File: src/rtl/snap_ring_capture.sv
// snap_ring_capture
//   Snapshot capture engine that streams qualified samples into a single
//   BRAM write port. Supports a one-shot mode (fill the whole buffer starting
//   at the trigger) and a circular mode (keep overwriting pre-trigger history,
//   then write post_len more samples counting the trigger sample).
//
// Ports
//   i_clk          fabric clock, rising edge
//   i_rst          synchronous active-high reset
//   i_din          sample data
//   i_din_valid    sample qualifier
//   i_arm          level input; a rising edge starts a new capture
//   i_trig         trigger, only looked at on valid samples while waiting
//   i_use_trig     1 = wait for i_trig, 0 = trigger on the first valid sample
//   i_circ         1 = circular pre-trigger mode, 0 = one-shot mode
//   i_post_len     post-trigger sample count for circular mode (0 acts as 1)
//   o_bram_we      BRAM port-A write enable
//   o_bram_addr    BRAM port-A word address
//   o_bram_wr_data BRAM port-A write data
//   o_done         capture complete, held until the next arm edge
//   o_last_addr    address of the final written word, valid while o_done=1
//   o_wrapped      write pointer wrapped at least once in this capture
//
// State      | meaning
// -----------+-----------------------------------------------------------
// S_IDLE     | after reset, nothing armed
// S_WAIT_TRIG| armed; circular mode records history, one-shot writes nothing
// S_POST     | triggered; writing post-trigger samples
// S_DONE     | capture finished, outputs frozen until the next arm edge

module snap_ring_capture #(
  parameter int DATA_WIDTH = 128,
  parameter int ADDR_WIDTH = 12,
  parameter int POST_WIDTH = ADDR_WIDTH
) (
  input  logic                  i_clk,
  input  logic                  i_rst,
  input  logic [DATA_WIDTH-1:0] i_din,
  input  logic                  i_din_valid,
  input  logic                  i_arm,
  input  logic                  i_trig,
  input  logic                  i_use_trig,
  input  logic                  i_circ,
  input  logic [POST_WIDTH-1:0] i_post_len,
  output logic                  o_bram_we,
  output logic [ADDR_WIDTH-1:0] o_bram_addr,
  output logic [DATA_WIDTH-1:0] o_bram_wr_data,
  output logic                  o_done,
  output logic [ADDR_WIDTH-1:0] o_last_addr,
  output logic                  o_wrapped
);

  typedef enum logic [1:0] {
    S_IDLE      = 2'd0,
    S_WAIT_TRIG = 2'd1,
    S_POST      = 2'd2,
    S_DONE      = 2'd3
  } state_t;

  state_t r_state;
  state_t w_state_nxt;

  logic                  r_arm_d;
  logic                  r_arm_blk;
  logic                  r_use_trig;
  logic                  r_circ;
  logic [POST_WIDTH-1:0] r_post_len;
  logic [POST_WIDTH:0]   r_post_cnt;
  logic [ADDR_WIDTH-1:0] r_wr_ptr;
  logic                  r_last_wr;

  logic                  r_bram_we;
  logic [ADDR_WIDTH-1:0] r_bram_addr;
  logic [DATA_WIDTH-1:0] r_bram_wr_data;
  logic                  r_done;
  logic [ADDR_WIDTH-1:0] r_last_addr;
  logic                  r_wrapped;

  logic                  w_arm_edge;
  logic                  w_trig_hit;
  logic                  w_wr;
  logic                  w_post_phase;
  logic                  w_final;
  logic                  w_ptr_max;
  logic [POST_WIDTH:0]   w_post_eff;
  logic [POST_WIDTH:0]   w_post_cnt_nxt;

  // r_arm_blk suppresses an edge when arm is already high as reset releases;
  // arm must be seen low once before a rising edge counts.
  assign w_arm_edge     = i_arm & ~r_arm_d & ~r_arm_blk;
  assign w_ptr_max      = (r_wr_ptr == '1);
  assign w_post_eff     = (r_post_len == '0) ? (POST_WIDTH+1)'(1) : {1'b0, r_post_len};
  assign w_post_cnt_nxt = r_post_cnt + (POST_WIDTH+1)'(1);

  // State register
  always_ff @(posedge i_clk) begin
    if (i_rst) begin
      r_state <= S_IDLE;
    end else begin
      r_state <= w_state_nxt;
    end
  end

  // Next-state logic
  always_comb begin
    w_state_nxt = r_state;
    case (r_state)
      S_WAIT_TRIG: begin
        if (w_post_phase) begin
          w_state_nxt = w_final ? S_DONE : S_POST;
        end
      end
      S_POST: begin
        if (w_final) begin
          w_state_nxt = S_DONE;
        end
      end
      default: w_state_nxt = r_state;
    endcase
    if (w_arm_edge) begin
      w_state_nxt = (i_use_trig | i_circ) ? S_WAIT_TRIG : S_POST;
    end
  end

  // Output / write-qualification logic. The sample on an arm-edge cycle is
  // never written; the capture starts with the next valid sample.
  always_comb begin
    w_trig_hit   = i_din_valid & (i_trig | ~r_use_trig);
    w_wr         = 1'b0;
    w_post_phase = 1'b0;
    w_final      = 1'b0;
    if (!w_arm_edge && i_din_valid) begin
      case (r_state)
        S_WAIT_TRIG: begin
          w_post_phase = w_trig_hit;
          w_wr         = r_circ | w_trig_hit;
        end
        S_POST: begin
          w_post_phase = 1'b1;
          w_wr         = 1'b1;
        end
        default: begin
          w_post_phase = 1'b0;
          w_wr         = 1'b0;
        end
      endcase
    end
    // One-shot ends when the pointer is about to wrap (full buffer written).
    if (w_wr && w_post_phase) begin
      w_final = r_circ ? (w_post_cnt_nxt == w_post_eff) : w_ptr_max;
    end
  end

  // Datapath registers
  always_ff @(posedge i_clk) begin
    if (i_rst) begin
      r_arm_d        <= 1'b0;
      r_arm_blk      <= 1'b1;
      r_use_trig     <= 1'b0;
      r_circ         <= 1'b0;
      r_post_len     <= '0;
      r_post_cnt     <= '0;
      r_wr_ptr       <= '0;
      r_last_wr      <= 1'b0;
      r_bram_we      <= 1'b0;
      r_bram_addr    <= '0;
      r_bram_wr_data <= '0;
      r_done         <= 1'b0;
      r_last_addr    <= '0;
      r_wrapped      <= 1'b0;
    end else begin
      r_arm_d   <= i_arm;
      if (!i_arm) begin
        r_arm_blk <= 1'b0;
      end
      r_bram_we <= w_wr;
      r_last_wr <= w_final;
      if (w_wr) begin
        r_bram_addr    <= r_wr_ptr;
        r_bram_wr_data <= i_din;
        r_wr_ptr       <= r_wr_ptr + ADDR_WIDTH'(1);
        if (r_circ && w_ptr_max) begin
          r_wrapped <= 1'b1;
        end
      end
      if (w_wr && w_post_phase) begin
        r_post_cnt <= w_post_cnt_nxt;
      end
      // done rises the cycle after the final write pulse is on the port
      if (r_last_wr) begin
        r_done      <= 1'b1;
        r_last_addr <= r_bram_addr;
      end
      if (w_arm_edge) begin
        r_wr_ptr   <= '0;
        r_done     <= 1'b0;
        r_wrapped  <= 1'b0;
        r_post_cnt <= '0;
        r_last_wr  <= 1'b0;
        r_use_trig <= i_use_trig;
        r_circ     <= i_circ;
        r_post_len <= i_post_len;
      end
    end
  end

  assign o_bram_we      = r_bram_we;
  assign o_bram_addr    = r_bram_addr;
  assign o_bram_wr_data = r_bram_wr_data;
  assign o_done         = r_done;
  assign o_last_addr    = r_last_addr;
  assign o_wrapped      = r_wrapped;

endmodule

File: config.mk
export PLATFORM = sky130hd
export DESIGN_NAME = snap_ring_capture
export DESIGN_NICKNAME = d
export VERILOG_FILES = /design/src/rtl/snap_ring_capture.sv
export SDC_FILE = /design/constraint.sdc
export NUM_CORES = 1
export LEC_CHECK = 0
export CORE_ASPECT_RATIO = 1.4
export CORE_MARGIN = 8
export CORE_UTILIZATION = 43
export CTS_CLUSTER_SIZE = 8
export DETAILED_ROUTE_END_ITERATION = 6
export PLACE_DENSITY = 0.8
export RECOVER_POWER = 50
export SYNTH_ARGS = -nofsm -noshare
export SYNTH_HDL_FRONTEND = slang
export SYNTH_SLANG_ARGS = --single-unit
File: constraint.sdc
create_clock -name i_clk -period 2.8 [get_ports i_clk]
set_input_delay 0.28 -clock i_clk [delete_from_list [all_inputs] [get_ports i_clk]]
set_output_delay 0.28 -clock i_clk [all_outputs]
set_load 0.02 [all_outputs]
# Word level (Yosys, flattened, before mapping)
# Index checks and enable logic that the tools add are counted.
[word_totals]
out_inout_bits = 155
inputBits = 147
wordCells = 54
ff_bits = 199
[op_classes]
bitwise_logic = 9
mux = 13
addsub = 2
n_eq_ne = 6
n_reduce_logical = 9
[op_table]
columns = ["cell", "n"]
rows = [
  ["$add 13x1->13 const B", 1],
  ["$eq 13x12->1", 1],
  ["$add 12x1->12 const B", 1],
  ["$eq 12x12->1 const B", 1],
  ["$logic_not 12->1", 1],
  ["$mux 12", 1],
  ["$mux 2", 4],
  ["$ne 3x3->1 const B", 2],
  ["$mux 1", 5],
  ["$pmux 1 s2", 2],
  ["$pmux 2 s2", 1],
  ["$and 1x1->1", 3],
  ["$logic_and 1x1->1", 3],
  ["$not 1->1", 3],
  ["$or 1x1->1", 3],
  ["$reduce_and 3->1", 1],
  ["$reduce_bool 3->1", 1],
  ["$eq 2x1->1 const B", 1],
  ["$eq 2x2->1 const B", 1],
  ["$reduce_and 2->1", 1],
  ["$reduce_or 2->1", 1],
  ["$logic_not 1->1", 1],
]

# Depth between registers and ports, before layout
[depth]
depth_word = 12
ltp_mapped = 9
depth_no_buf = 8

# Least setup slack after synthesis
# No wires, ideal clock.
[synth_timing]
path_kind = "register -> register"
startpoint = "register r_post_cnt[0]"
endpoint = "register r_state[0]"
stages_incl_launch_ff = 9
t_required_ps = 2739
path_slack_ps = 661
setup_ps = 61
arrival_ps = 2078
cell_sequence = "dfxtp_1 ha_1 nand3_2 nor4_1 xnor2_1 o2111ai_1 a211o_1 a31oi_1 o311a_1"
[synth_between]
elab_chain_len = 8
[synth_lines]
columns = ["element", "line", "text"]
rows = [
  ["start, declared", "68", "logic [POST_WIDTH:0] r_post_cnt;"],
  ["start signal, assigned", "187", "r_post_cnt <= w_post_cnt_nxt;"],
  ["$add 13x1->13 (*)", "93", "assign w_post_cnt_nxt = r_post_cnt + (POST_WIDTH+1)'(1);"],
  ["$eq 13x12->1 (*)", "150", "w_final = r_circ ? (w_post_cnt_nxt == w_post_eff) : w_ptr_max;"],
  ["$mux 1 (*)", "150", ""],
  ["$mux 1 (*)", "149", "if (w_wr && w_post_phase) begin"],
  ["$mux 1", "110", "w_state_nxt = w_final ? S_DONE : S_POST;"],
  ["$mux 2", "109", "if (w_post_phase) begin"],
  ["$pmux 2 s2", "107", "case (r_state)"],
  ["$mux 2", "120", "if (w_arm_edge) begin"],
  ["end signal, assigned", "100", "r_state <= w_state_nxt;"],
  ["end, declared", "60", "state_t r_state;"],
]
# Every way passes the cells marked *; elsewhere a longest branch is shown, timed or not. The select of a mux whose other input is x is not followed.
# A chain may end at the register's enable or synchronous reset.

# Final worst setup path
[layout_timing]
startpoint = "register r_post_cnt[0]"
endpoint = "register r_state[1]"
[layout_between]
elab_chain_len = 6
[layout_lines]
columns = ["element", "line"]
rows = [
  ["$add 13x1->13", "93"],
  ["$eq 13x12->1", "150"],
  ["$mux 1", "150"],
  ["$mux 1", "149"],
  ["$ne 3x3->1 (no line)", "--"],
  ["$reduce_and 3->1 (no line)", "--"],
]
# Every way passes these cells.

==> summary.txt <==
STA
  • Fin crit period: 2520 ps
  • Setup violators final: 0
  • Fin. Hold Viols: 0
  • Hold slack final: 395 ps
  • Fin Clk Skew: 14.0 ps
  • Worst slew pin tran: 1290 ps
  • Max Freq: about 400 MHz
  • Fin. max-slew vios: 0
  • RSZ-0062 raised after global routing: no
  • Setup TNS: 0 ps
  • Crit share post-route: 0.901
  • Final Worst Setup Slack: 278 ps
  • Slew Limit Headroom: 0.139

Final layout
  • Synth-to-layout area growth: 50.9%
  • Share of layout cells above drive strength 1: 0.0406
  • Finished Core Util: 0.654
  • Fillers: 1447
  • Layout Nets: 1346

Setup path
  • Req. time, crit path: 3170 ps
  • CP max FO: 9
  • Buf/Inv on CP: 0
  • CP cell instances: ha_1 -> nand3_2 -> nor4_1 -> xnor2_1 -> o2111ai_1 -> a211o_1 -> a31oi_1 -> o311a_1
  • Critical Path Start Type: flip-flop
  • Slowest stage delay, CP: 500 ps
  • Crit path max-delay family: compound AO/OA/AOI/OAI gates
  • Critical path class: reg2reg
  • CP arrival: between 2000 and 3000 ps
  • Instance count on the critical path: 8
  • CP max stage cell: nor4_1
  • Crit path capture type: flip-flop
  • FF-to-FF path depth: 8

Global routing
  • Largest net degree at the start of global routing: 116
  • First-pass GRT wire length: 38.4 mm
  • GRT Resource Usage Total: 0.226
  • Initial antenna violation count: 1
  • Vias in the first global route: 7242
  • Grt ovf: 0

Clocking
  • Num CTS Buffers: 17
  • TritonCTS clock tree: yes
  • Post-CTS setup buffer count: 0
  • Clk buf depth: 2
  • Root Buffer: clkbuf_16
  • CTS sink count: 199
  • Clk pin slew, worst setup/hold paths: 70 ps
  • H-tree depth: 4
  • Clk Latency, worst-skew pair: 430 ps

Synth
  • Post-Syn Area: ~7400 µm²
  • Distinct cells, synth: 40
  • Sequential share of the synthesized area: 0.535
  • Number of synthesized register bits: 199
  • Syn Inst Count: 927
  • Post-synth EDFFs: 0
  • Post-synth top area cell: dfxtp_1
  • Prevailing post-synth register cell: dfxtp_1
  • Synthesis Warnings: 0
  • Top-area cell type share of the netlist area: 0.535
  • Top-count cell post-synth: nand2_1
  • Main area contributors after synthesis: dfxtp_1 (53%), nand2_1 (17%), a21oi_1 (11%)
  • Mean post-synth cell area: 8.04 µm²
  • Synth Net Count: 1078
  • List of most frequent post-synthesis cells: nand2_1 (330), dfxtp_1 (199), a21oi_1 (162)
  • Synth async-reset ratio: 0

Floorplanning
  • Die area: 21900 µm²
  • Die Span X: 127 µm
  • I/O pins: 302
  • Row count: 57
  • Starting Density: 0.433
  • Core area: approximately 17000 µm²
  • Die Ht: 172 µm

Pwr
  • P_sw: 1.35 mW
  • Worst VDD drop: between 0.3 and 0.4 mV
  • Power Density: 528 nW/µm²
  • Sequential Power Share: 0.486
  • Pleak: about 4.2 nW
  • Switch share: 0.228
  • P_int: 4.58 mW
  • Combinational power share: 0.076
  • Clk pwr share: 0.438

Placement
  • Post-DP HPWL: 18.0 mm
  • Setup WS pre-CTS: 15.6 ps
  • Port bufs: 301
  • Routability-driven placement congestion ratio: 0.838

Route
  • Remaining antenna violation count after routing: 0
  • Wire per inst: 17.4 µm
  • Final wirelength: ~25 mm
  • Initial DRC count: 416
  • Drc violations: 0
  • First-pass DRT Iterations: 5
  • Via-per-instance ratio: 4.96
  • Vias: about 7000

Run
  • Max-Cap Viols: 0

Outcome
  • Outcome: finished clean

Worst hold path
  • Min-delay worst type: in2reg
  • Hold Path Stages: 3
state kept, by name, indices dropped and copies added, names as in the netlist, 2 cells and up:
name            flops
r_wr_ptr           12
r_state             2
o_bram_wr_data    128
r_post_len         12
o_last_addr        12
o_bram_addr        12
r_post_cnt         13
worst min-delay path, delay by kind of cell:
| kind | cells | cell delay (ps) |
|---|---|---|
| buffers and inverters | 1 | 390 |
| AOI/OAI and AO/OA | 1 | 50 |
| and+or+nand+nor | 1 | 50 |
power by group through the flow:
stage	clock network, mW	logic [mW]	registers (mW)
finish	2.60	0.451	2.88
detailed placement	0	0.457	2.95
floorplan	0	0.139	2.97
global route	2.75	0.488	2.89
CTS	2.66	0.461	2.89
global placement	0	0.454	2.95
kinds of logic after synthesis:
group           count (synthesis)  synth area share
fa+ha+maj                       4           0.00672
xor+xnor                       38            0.0447
flops                         199             0.535
compound gates                180             0.126
buf+inv                        67            0.0393
mux                            12            0.0161
simple gates                  427             0.232
final timing paths:
path | start | endpoint | slack, ps
worst max-delay path | r_post_cnt[0]$_SDFFE_PP0P_ | r_state[1]$_SDFFE_PP0P_ | 280
worst min-delay path | i_din[32] | o_bram_wr_data[32]$_SDFFE_PP0P_ | 390
worst min register to register | o_bram_wr_data[39]$_SDFFE_PP0P_ | o_bram_wr_data[39]$_SDFFE_PP0P_ | 450
worst max register to register | r_post_cnt[0]$_SDFFE_PP0P_ | r_state[1]$_SDFFE_PP0P_ | 280
area by class of cell:
class | count | area (µm²) | share of cell area
Antenna cell | 1 | 2.50 | 0.000223
Clock buffer | 19 | 443 | 0.0394
Clock inverter | 13 | 186 | 0.0166
Inverter | 4 | 15.0 | 0.00134
Multi-Input combinational cell | 662 | 3200 | 0.285
Sequential cell | 199 | 3980 | 0.354
Tap cell | 236 | 295 | 0.0263
Timing Repair Buffer | 311 | 3110 | 0.277
metal layers:
layer	track usage	vias to the layer above	wire (µm)
met5	0	-	0
met4	0.0913	0	683
met3	0.109	45	2420
met2	0.398	231	12700
met1	0.223	3331	9300
li1	-	3561	-
cell usage in the layout (no fill, tap or decap), types with 4 or more instances in the layout:
cell type and count:
nand4_1 9, nor2_1 48, o21ai_0 5, dfxtp_1 199, inv_1 4, and3_1 4
buf_4 4, nand2_1 330, mux2i_1 12, a21oi_1 162, xor2_1 13, dlygate4sd3_1 148
nor3_1 5, nand3_1 7, or3_1 4, clkdlybuf4s50_1 152, xnor2_1 25, clkbuf_16 17
ha_1 4, nor4_1 5
repair_timing:
item                                    in CTS  in global routing
hold buffers                                 0                  0
resized for setup                            0                  0
endpoints found under the setup margin       0                  2
endpoints found under the hold margin        0                  0
metrics by stage:
step | power, mW | instances | area [µm²]
global route | 6.13 | 1445 | 11200
CTS | 6.01 | 1443 | 11300
finish | 5.93 | 1445 | 11200
global placement | 3.40 | 1411 | 10600
floorplan | 3.11 | 927 | 7450
detailed placement | 3.41 | 1411 | 10600
(Power assumes the default switching activity.)
